--- src/rtl/puf_uart_framer.sv ---
// Frames a PUF response as [SYNC, data bytes MSB-first, XOR checksum]; SYNC appears the cycle after the request edge.
// Valid/ready producer: each byte is held until accepted, with a one-cycle gap after every accept.
module puf_uart_framer #(
    parameter int          RESP_WIDTH = 16,
    parameter logic [7:0]  SYNC_BYTE  = 8'hA5
) (
    input  logic                  clk,
    input  logic                  rst_n,
    input  logic [RESP_WIDTH-1:0] resp_data,
    input  logic                  resp_valid,
    output logic [7:0]            tx_data,
    output logic                  tx_valid,
    input  logic                  tx_ready,
    output logic                  busy,
    output logic                  frame_done,
    output logic [7:0]            drop_count
);
    localparam int NBYTES = RESP_WIDTH / 8;
    localparam int IW     = $clog2(NBYTES + 2);
    localparam logic [IW-1:0] LAST_IDX = IW'(NBYTES + 1);

    typedef enum logic [1:0] {S_IDLE, S_SEND, S_GAP, S_DONE} state_t;

    state_t                r_state;
    state_t                w_next;
    logic                  r_rv_q;
    logic                  r_armed;
    logic [RESP_WIDTH-1:0] r_shift;
    logic [7:0]            r_csum;
    logic [IW-1:0]         r_idx;
    logic [7:0]            r_drop;

    logic                  w_edge;
    logic                  w_accept;
    logic                  w_is_data;
    logic [7:0]            w_data_byte;

    // r_armed masks the first cycle after reset so a level already high at release is not an edge
    assign w_edge      = resp_valid & ~r_rv_q & r_armed;
    assign w_accept    = (r_state == S_SEND) & tx_ready;
    assign w_is_data   = (r_idx != '0) && (r_idx != LAST_IDX);
    assign w_data_byte = r_shift[RESP_WIDTH-1 -: 8];

    always_comb begin
        w_next = r_state;
        case (r_state)
            S_IDLE: if (w_edge) w_next = S_SEND;
            S_SEND: if (w_accept) w_next = (r_idx == LAST_IDX) ? S_DONE : S_GAP;
            S_GAP:  w_next = S_SEND;
            S_DONE: w_next = S_IDLE;
            default: w_next = S_IDLE;
        endcase
    end

    always_ff @(posedge clk or negedge rst_n) begin
        if (!rst_n) begin
            r_state <= S_IDLE;
        end else begin
            r_state <= w_next;
        end
    end

    always_ff @(posedge clk or negedge rst_n) begin
        if (!rst_n) begin
            r_rv_q  <= 1'b0;
            r_armed <= 1'b0;
            r_shift <= '0;
            r_csum  <= 8'h00;
            r_idx   <= '0;
            r_drop  <= 8'h00;
        end else begin
            r_rv_q  <= resp_valid;
            r_armed <= 1'b1;
            if ((r_state == S_IDLE) && w_edge) begin
                r_shift <= resp_data;
                r_csum  <= 8'h00;
                r_idx   <= '0;
            end else if (w_accept) begin
                r_idx <= r_idx + IW'(1);
                if (w_is_data) begin
                    r_csum  <= r_csum ^ w_data_byte;
                    r_shift <= r_shift << 8;
                end
            end
            if (w_edge && (r_state != S_IDLE) && (r_drop != 8'hFF)) begin
                r_drop <= r_drop + 8'd1;
            end
        end
    end

    always_comb begin
        tx_data = 8'h00;
        if (r_state == S_SEND) begin
            if (r_idx == '0) begin
                tx_data = SYNC_BYTE;
            end else if (r_idx == LAST_IDX) begin
                tx_data = r_csum;
            end else begin
                tx_data = w_data_byte;
            end
        end
    end

    assign tx_valid   = (r_state == S_SEND);
    assign busy       = (r_state == S_SEND) || (r_state == S_GAP);
    assign frame_done = (r_state == S_DONE);
    assign drop_count = r_drop;

endmodule
--- config.mk ---
export PLATFORM = sky130hd
export DESIGN_NAME = puf_uart_framer
export DESIGN_NICKNAME = d
export VERILOG_FILES = /design/src/rtl/puf_uart_framer.sv
export SDC_FILE = /design/constraint.sdc
export NUM_CORES = 1
export LEC_CHECK = 0
export CAP_MARGIN = 20
export CORE_UTILIZATION = 46
export DETAILED_ROUTE_END_ITERATION = 8
export PLACE_DENSITY = 0.75
export SLEW_MARGIN = 10
export SYNTH_ARGS = -nofsm -noshare
export SYNTH_HDL_FRONTEND = slang
export SYNTH_SLANG_ARGS = --single-unit
--- constraint.sdc ---
create_clock -name clk -period 1.8 [get_ports clk]
set_input_delay 0.36 -clock clk [delete_from_list [all_inputs] [get_ports clk]]
set_output_delay 0.36 -clock clk [all_outputs]
set_load 0.01 [all_outputs]
==> implementation parameters, run 1 <==
Parameter                              Value

Outcome
  Outcome ... finished with violations
  Violations in the final reports ... negative hold slack, negative setup slack

Route
  DRT antenna net count ... 0
  Routed via count ... between 1500 and 2000
  Vias per inst ... 5.01
  Initial detailed-routing violation count ... 71
  Total routed wirelength ... ~4100 um
  Iteration count of the initial detailed-routing pass ... 4
  Mean routed wirelength per cell ... around 13 um
  Number of remaining DRC errors ... 0

STA
  Max Slew Vio Count ... 0
  Peak clock frequency supported by timing ... ~500 MHz
  Setup TNS ... -0.988 ns
  Final clock skew ... between 0.004 and 0.005 ns
  Worst setup margin ... -0.172 ns
  Final hold slack ... -0.00121 ns
  Setup violations, final ... 8
  Crit share post-route ... 110%
  Final number of hold-violating endpoints ... 3
  Minimum clock period after layout ... between 1.5 and 2 ns
  Setup repair after global routing missed its margin ... yes

Floorplan
  Effective utilization at floorplan ... 48.2%
  Top Ports ... 39
  Core Area ... 4030 sq um
  Die footprint ... around 4500 sq um
  Die height ... 67.0 um
  Die width ... 67.0 um
  Row count ... 23

Clock tree
  CTS H-Tree Depth ... 2
  Worst-case clock buffer depth ... 2
  Clock tree root buffer cell ... clkbuf_8
  Sink count of the clock tree ... 38
  Number of buffers created by CTS ... 5
  Worst skew pair latency ... between 0.2 and 0.3 ns
  Worst-path clk slew ... approximately 0.07 ns
  Hold Buf Count CTS ... 0
  TritonCTS clock tree ... built

Global routing
  Antenna violations before repair ... 0
  GRT overflow ... 0
  Aggregate global-route resource usage ... between 10% and 20%
  First-pass GRT wire length ... around 6500 um
  Number of global-route vias before repair ... around 1400
  Largest net degree at the start of global routing ... 27

Cells and area
  Leading cell type in the layout, fill and taps excluded ... nand2_1
  Number of antenna repair diodes ... 0
  Net count, final ... around 290
  Synthesis-to-layout area growth ... 41.7%
  Share of cells above drive strength 1 ... 24.9%
  Most used cells in the layout excluding fill and tap cells ... nand2_1 (51), dfrtp_1 (38), clkdlybuf4s50_1 (26)

Critical path
  Critical path class ... reg2out
  Setup slack of the worst register-to-register path ... about 0.020 ns
  Slowest cell on the critical path ... dfrtp_1
  Required arrival time at the worst endpoint ... between 1 and 1.5 ns
  Sort of element at the end of the critical path ... output port
  Delay of the slowest cell on the worst path ... approximately 0.42 ns
  Cell chain of the critical path ... ha_4 > buf_6 > mux2_4 > o21a_1 > buf_2
  Kind of launch point of the worst setup path ... register
  Arrival time worst endpoint ... 1.61 ns
  Largest fanout on the critical path ... 5

Synth
  Number of instances in the synthesized netlist ... a little over 200
  Largest cells by area after synthesis ... dfrtp_1 (49%), nand2_1 (9.9%), ha_1 (4.5%)
  Synth Net Count ... 231
  Share of synthesized flip-flops with an asynchronous set or reset ... 100%
  Cell area after synthesis ... 1940 sq um
  Number of storage elements in the synthesis netlist ... 38
  Count of different cell masters after synthesis ... 35
  Number of synthesis warnings ... 0
  Most frequently used flop master after synthesis ... dfrtp_1
  Post-synth top area cell ... dfrtp_1
  Top-area cell type share of the netlist area ... between 40% and 50%
  Sequential cell area fraction in the yosys report ... about half
  Synth Area per Inst ... around 9.5 sq um
  Count of flip-flops with a built-in enable after synthesis ... 0

Flow run
  Max Cap Violations ... 0

Power
  Combinational Power Share ... 45.9%
  Power per Cell Area ... roughly 1500 nW/um^2
  Net switching power ... between 1 and 1.5 mW
  Power, Total ... about 4.0 mW
  Maximum ir drop on the vdd rail ... approximately 1000 uV
  Internal power summed over all cells ... roughly 2.6 mW
  Switching power as a share of total power ... between 30% and 40%
  Lkg Pwr ... roughly 1.2 nW
  Portion of total power attributed to sequential cells ... 36.5%
  Clock network fraction of total power ... approximately 18%

Min path
  Path class of the lowest-slack min-delay path ... in2async

Place
  Count of input and output buffers ... 38
  Setup WS pre-CTS ... -0.206 ns
  Post-DP HPWL ... between 2000 and 3000 um
  Weighted congestion reported at the end of routability-driven placement ... 0.763
-- worst paths after layout --
check | endpoint | cells past startpoint | start
worst max-delay path | tx_data[0] | 5 | r_idx[1]$_DFFE_PN0P_
worst min-delay path | r_shift[6]$_DFFE_PN0P_ | 1 | rst_n
worst max register to register | drop_count[7]$_DFFE_PN0P_ | 7 | r_state[1]$_DFFE_PN0P_
worst min register to register | r_shift[6]$_DFFE_PN0P_ | 2 | r_shift[6]$_DFFE_PN0P_
max in group asynchronous | r_state[1]$_DFFE_PN0P_ | 2 | rst_n
min in group clk | r_shift[6]$_DFFE_PN0P_ | 2 | r_shift[6]$_DFFE_PN0P_
-- cell families (layout without fill, tap and decap cells) --
group | after synthesis | count (layout) | share of synthesized area, %
AOI/OAI and AO/OA | 30 | 30 | 9.35
xor gates and xnor gates | 12 | 12 | 5.42
adders and majority gates | 7 | 7 | 4.51
buffers and inverters | 13 | 74 | 3.22
DFF | 38 | 38 | 49.0
muxes | 12 | 12 | 6.71
other | 1 | 1 | 0.193
and+or+nand+nor | 91 | 91 | 21.6
-- flip-flops by register name (all words and copies together) (netlist names) --
name / count
r_armed: 1
r_idx: 2
r_shift: 16
r_csum: 8
r_rv_q: 1
drop_count: 8
r_state: 2
-- per-stage QoR --
| step | std cells | instance area, sq um | util (%) |
|---|---|---|---|
| 2_1_floorplan | 204 | 1940 | - |
| 3_3_place_gp | 302 | 2520 | 62.6 |
| 3_5_place_dp | 302 | 2520 | 62.6 |
| 4_1_cts | 312 | 2640 | 65.6 |
| 5_1_grt | 315 | 2750 | 68.2 |
| 6_report | 315 | 2750 | 68.2 |
-- cell type report --
class	count	area [sq um]
tap	50	62.6
clock inverter	3	40.0
fill	316	1280
inverter	4	15.0
multi-input combinational	153	1020
clock buffer	5	68.8
sequential	38	951
timing repair buffer	62	592
-- synthesized netlist by cell type (2+ instances only) --
library cell and number:
o21ai_1 2, o21ai_0 10, buf_2 8, inv_1 4, nand2_1 51, nand2b_1 2, dfrtp_1 38, nand4_1 2
a31oi_1 8, mux2i_1 4, xnor2_1 3, xor2_1 9, mux2_2 6, ha_1 7, o21a_1 4, nor2_1 23
a21oi_1 4, mux2_1 2
-- power groups by stage --
| stage | Combinational, mW | Clock (mW) | Sequential [mW] |
|---|---|---|---|
| finish | 1.83 | 0.705 | 1.46 |
| global route | 2.02 | 0.767 | 1.51 |
| CTS | 1.68 | 0.722 | 1.44 |
| detailed placement | 1.69 | 0 | 1.44 |
| global placement | 1.65 | 0 | 1.43 |
| floorplan | 0.939 | 0 | 1.41 |
-- routing by layer --
metal	GRT usage, %	routed length (um)	part of all wire, %	vias to the layer above
li1	-	-	-	793
met5	0	0	0	-
met3	5.14	147	3.6	4
met1	26.0	1870	46	751
met4	5.59	32	0.78	0
met2	31.4	2030	50	31
-- worst max-delay path: cells and delay by family (launching register included) --
family | cells | cell delay, ns
AO/OA/AOI/OAI | 1 | 0.18
flip-flops | 1 | 0.42
adder cells (fa/ha/maj) | 1 | 0.20
multiplexers | 1 | 0.29
buffers and inverters | 2 | 0.24
-- timing repair --
action | CTS | global route
pin swaps | 2 | 5
gates resized for setup | 44 | 20
setup endpoints to repair | 11 | 13
buffers inserted | 2 | 3
No activity file was read; power rests on OpenSTA's default activity.
==> run 2: changes to the inputs <==
--- a/config.mk
+++ b/config.mk
@@ -8,7 +8,7 @@
 export CAP_MARGIN = 20
 export CORE_UTILIZATION = 46
 export DETAILED_ROUTE_END_ITERATION = 8
-export PLACE_DENSITY = 0.75
+export PLACE_DENSITY = 0.81
 export SLEW_MARGIN = 10
 export SYNTH_ARGS = -nofsm -noshare
 export SYNTH_HDL_FRONTEND = slang
==> implementation parameters, run 2 (synthesis results as in run 1) <==
Parameter                              Value

Outcome
  Outcome ... finished with violations
  Violations in the final reports ... negative hold slack, negative setup slack

Route
  Mean routed wirelength per cell ... 13.7 um (+6.0%)
  Initial detailed-routing violation count ... 82 (+15%)
  Iteration count of the initial detailed-routing pass ... 4 (unchanged)
  Total routed wirelength ... 4290 um (+5.0%)
  Number of remaining DRC errors ... 0 (unchanged)
  Routed via count ... 1572 (-0.44%)
  DRT antenna net count ... 0 (unchanged)
  Vias per inst ... 5.04 (+0.51%)

Power
  Power, Total ... 3.73 mW (-6.5%)
  Net switching power ... 1.38 mW (-2.1%)
  Lkg Pwr ... 1.19 nW (-3.3%)
  Portion of total power attributed to sequential cells ... 39.0% (+2.5 points)
  Internal power summed over all cells ... 2.35 mW (-8.9%)
  Maximum ir drop on the vdd rail ... 748 uV (-25%)
  Clock network fraction of total power ... 14.7% (-2.9 points)
  Power per Cell Area ... 1400 nW/um^2 (-3.7%)
  Switching power as a share of total power ... 37.0% (+1.7 points)
  Combinational Power Share ... 46.3% (+0.4 points)

Critical path
  Required arrival time at the worst endpoint ... 1.44 ns (about the same)
  Cell family with most CP delay ... flip-flops
  Kind of launch point of the worst setup path ... register
  Critical path class ... reg2out
  Slowest cell on the critical path ... dfrtp_1
  Largest fanout on the critical path ... 4 (-1)
  Sort of element at the end of the critical path ... output port
  Delay of the slowest cell on the worst path ... 0.41 ns (about the same)
  Cell chain of the critical path ... ha_4 > buf_6 > mux2_2 > o21a_1 > buf_2
  Arrival time worst endpoint ... 1.60 ns (about the same)
  Buf+Inv Stages, Crit Path ... 2 (unchanged)

Floorplan
  Row count ... 23 (unchanged)
  Die height ... 67.0 um (unchanged)
  Effective utilization at floorplan ... 48.2% (unchanged)
  Core Area ... 4030 sq um (unchanged)
  Die width ... 67.0 um (unchanged)
  Top Ports ... 39 (unchanged)
  Die footprint ... 4480 sq um (unchanged)

Clock tree
  TritonCTS clock tree ... built
  Worst-case clock buffer depth ... 2 (unchanged)
  CTS H-Tree Depth ... 2 (unchanged)
  Worst-path clk slew ... 0.07 ns (about the same)
  Number of buffers created by CTS ... 5 (unchanged)
  Worst skew pair latency ... 0.28 ns (about the same)
  Hold Buf Count CTS ... 0 (unchanged)
  Sink count of the clock tree ... 38 (unchanged)
  Clock tree root buffer cell ... clkbuf_8

Cells and area
  FF/Latch Area ... 951 sq um (unchanged)
  Number of flip-flops in the largest register ... 16 (unchanged)
  Count of filler cells inserted in the layout ... 324 (+2.5%)
  Cell area after layout ... 2670 sq um (-2.9%)
  Multi-input combinational cell area ... 992 sq um (-2.7%)
  Net count, final ... 289 (-0.69%)
  Most used cells in the layout excluding fill and tap cells ... nand2_1 (51), dfrtp_1 (38), clkdlybuf4s50_1 (26)
  Most flops, register ... r_shift
  Count of placed standard cells in the final layout, fillers left out ... 312 (-0.95%)
  Share of cells above drive strength 1 ... 22.9% (-2.0 points)
  Leading cell type in the layout, fill and taps excluded ... nand2_1
  Synthesis-to-layout area growth ... 37.5%
  Number of antenna repair diodes ... 0 (unchanged)

Place
  Post-place instance area ... 2520 sq um (unchanged)
  Setup WS pre-CTS ... -0.190 ns (+0.0160 ns)
  Count of input and output buffers ... 38 (unchanged)
  Number of cells in the design after placement ... 302 (unchanged)
  Post-DP HPWL ... 3060 um (+7.4%)
  Weighted congestion reported at the end of routability-driven placement ... 0.777 (+1.9%)

Min path
  Path class of the lowest-slack min-delay path ... in2async

STA
  Peak clock frequency supported by timing ... 511 MHz (+0.70%)
  Final hold slack ... -0.000871 ns (+0.000335 ns)
  Crit share post-route ... 109% (-0.76 points)
  Max Slew Vio Count ... 0 (unchanged)
  Minimum clock period after layout ... 1.96 ns (-0.0137 ns)
  Final clock skew ... 0.00354 ns (-0.00102 ns)
  Setup repair after global routing missed its margin ... yes
  Worst setup margin ... -0.159 ns (+0.0137 ns)
  Final number of hold-violating endpoints ... 2 (-1)
  Setup violations, final ... 4 (-4)

Global routing
  Number of global-route vias before repair ... 1582 (+9.6%)
  Largest net degree at the start of global routing ... 27 (unchanged)
  Aggregate global-route resource usage ... 21.2% (+1.5 points)
  First-pass GRT wire length ... 6970 um (+6.9%)
  GRT overflow ... 0 (unchanged)
  Antenna violations before repair ... 0 (unchanged)

Flow run
  Max Cap Violations ... 0 (unchanged)
run 2: cell count changes in the layout (fill, tap and decap cells not counted), moves of 2 or more:
| cell | change |
|---|---|
| buf_6 | -2 |
| clkinv_2 | -2 |
| mux2_2 | +2 |
| mux2_4 | -2 |
run 2: stage by stage:
| step | utilization [%] | hold WS [ns] | setup TNS [ns] |
|---|---|---|---|
| after detailed placement | 62.6 | 0.313 | -1.33 |
| after global placement | 62.6 | 0.316 | -0.987 |
| after global routing | 66.2 | 0.0121 | -0.875 |
| after floorplan | - | 0.0644 | 0 |
| final | 66.2 | -0.000871 | -0.492 |
| after CTS | 64.8 | 0.00529 | -0.684 |
run 2: power groups by stage:
stage / Combinational (mW) / Clock (mW) / Sequential [mW]
after global placement: 1.64 / 0 / 1.43
after detailed placement: 1.71 / 0 / 1.45
after global routing: 1.92 / 0.606 / 1.50
final: 1.73 / 0.549 / 1.46
after CTS: 1.68 / 0.567 / 1.44
after floorplan: 0.939 / 0 / 1.41
run 2: metal layers:
| metal | up-vias | track usage, % | routed length [um] |
|---|---|---|---|
| met5 | - | 0 | 0 |
| met1 | 753 | 24.3 | 1870 |
| li1 | 790 | - | - |
| met2 | 25 | 38.6 | 2220 |
| met3 | 4 | 4.62 | 148 |
| met4 | 0 | 6.38 | 51 |
run 2: final cells by class:
cell class / instances / area share, %
Clock inverter: 1 / 0.281
Clock buffer: 6 / 2.72
Sequential cell: 38 / 35.6
Timing Repair Buffer: 60 / 21.3
Multi-Input combinational cell: 153 / 37.2
Inverter: 4 / 0.563
Tap cell: 50 / 2.34
run 2: what timing repair did:
item                       in CTS  in global routing
pin swaps                       2                  5
setup endpoints to repair      11                 13
resized for setup              38                 17
setup buffers                   2                  1
run 2: worst paths after layout:
kind / start / endpoint / slack, ns / cells past startpoint
hold / removal: rst_n / r_csum[2]$_DFFE_PN0P_ / -0.0009 / 1
setup reg to reg: r_state[1]$_DFFE_PN0P_ / drop_count[7]$_DFFE_PN0P_ / 0.03 / 7
min in group clk: r_shift[7]$_DFFE_PN0P_ / r_shift[7]$_DFFE_PN0P_ / 0.53 / 2
hold reg to reg: r_shift[7]$_DFFE_PN0P_ / r_shift[7]$_DFFE_PN0P_ / 0.53 / 2
setup / recovery: r_idx[1]$_DFFE_PN0P_ / tx_data[5] / -0.16 / 5
max in group asynchronous: rst_n / drop_count[1]$_DFFE_PN0P_ / 1.35 / 2
==> run 3: changes to the inputs <==
--- a/config.mk
+++ b/config.mk
@@ -5,7 +5,6 @@
 export SDC_FILE = /design/constraint.sdc
 export NUM_CORES = 1
 export LEC_CHECK = 0
-export CAP_MARGIN = 20
 export CORE_UTILIZATION = 46
 export DETAILED_ROUTE_END_ITERATION = 8
 export PLACE_DENSITY = 0.81
==> results of run 3 <==
Same layout as run 2: the final DEF is identical, and so are final timing and power.
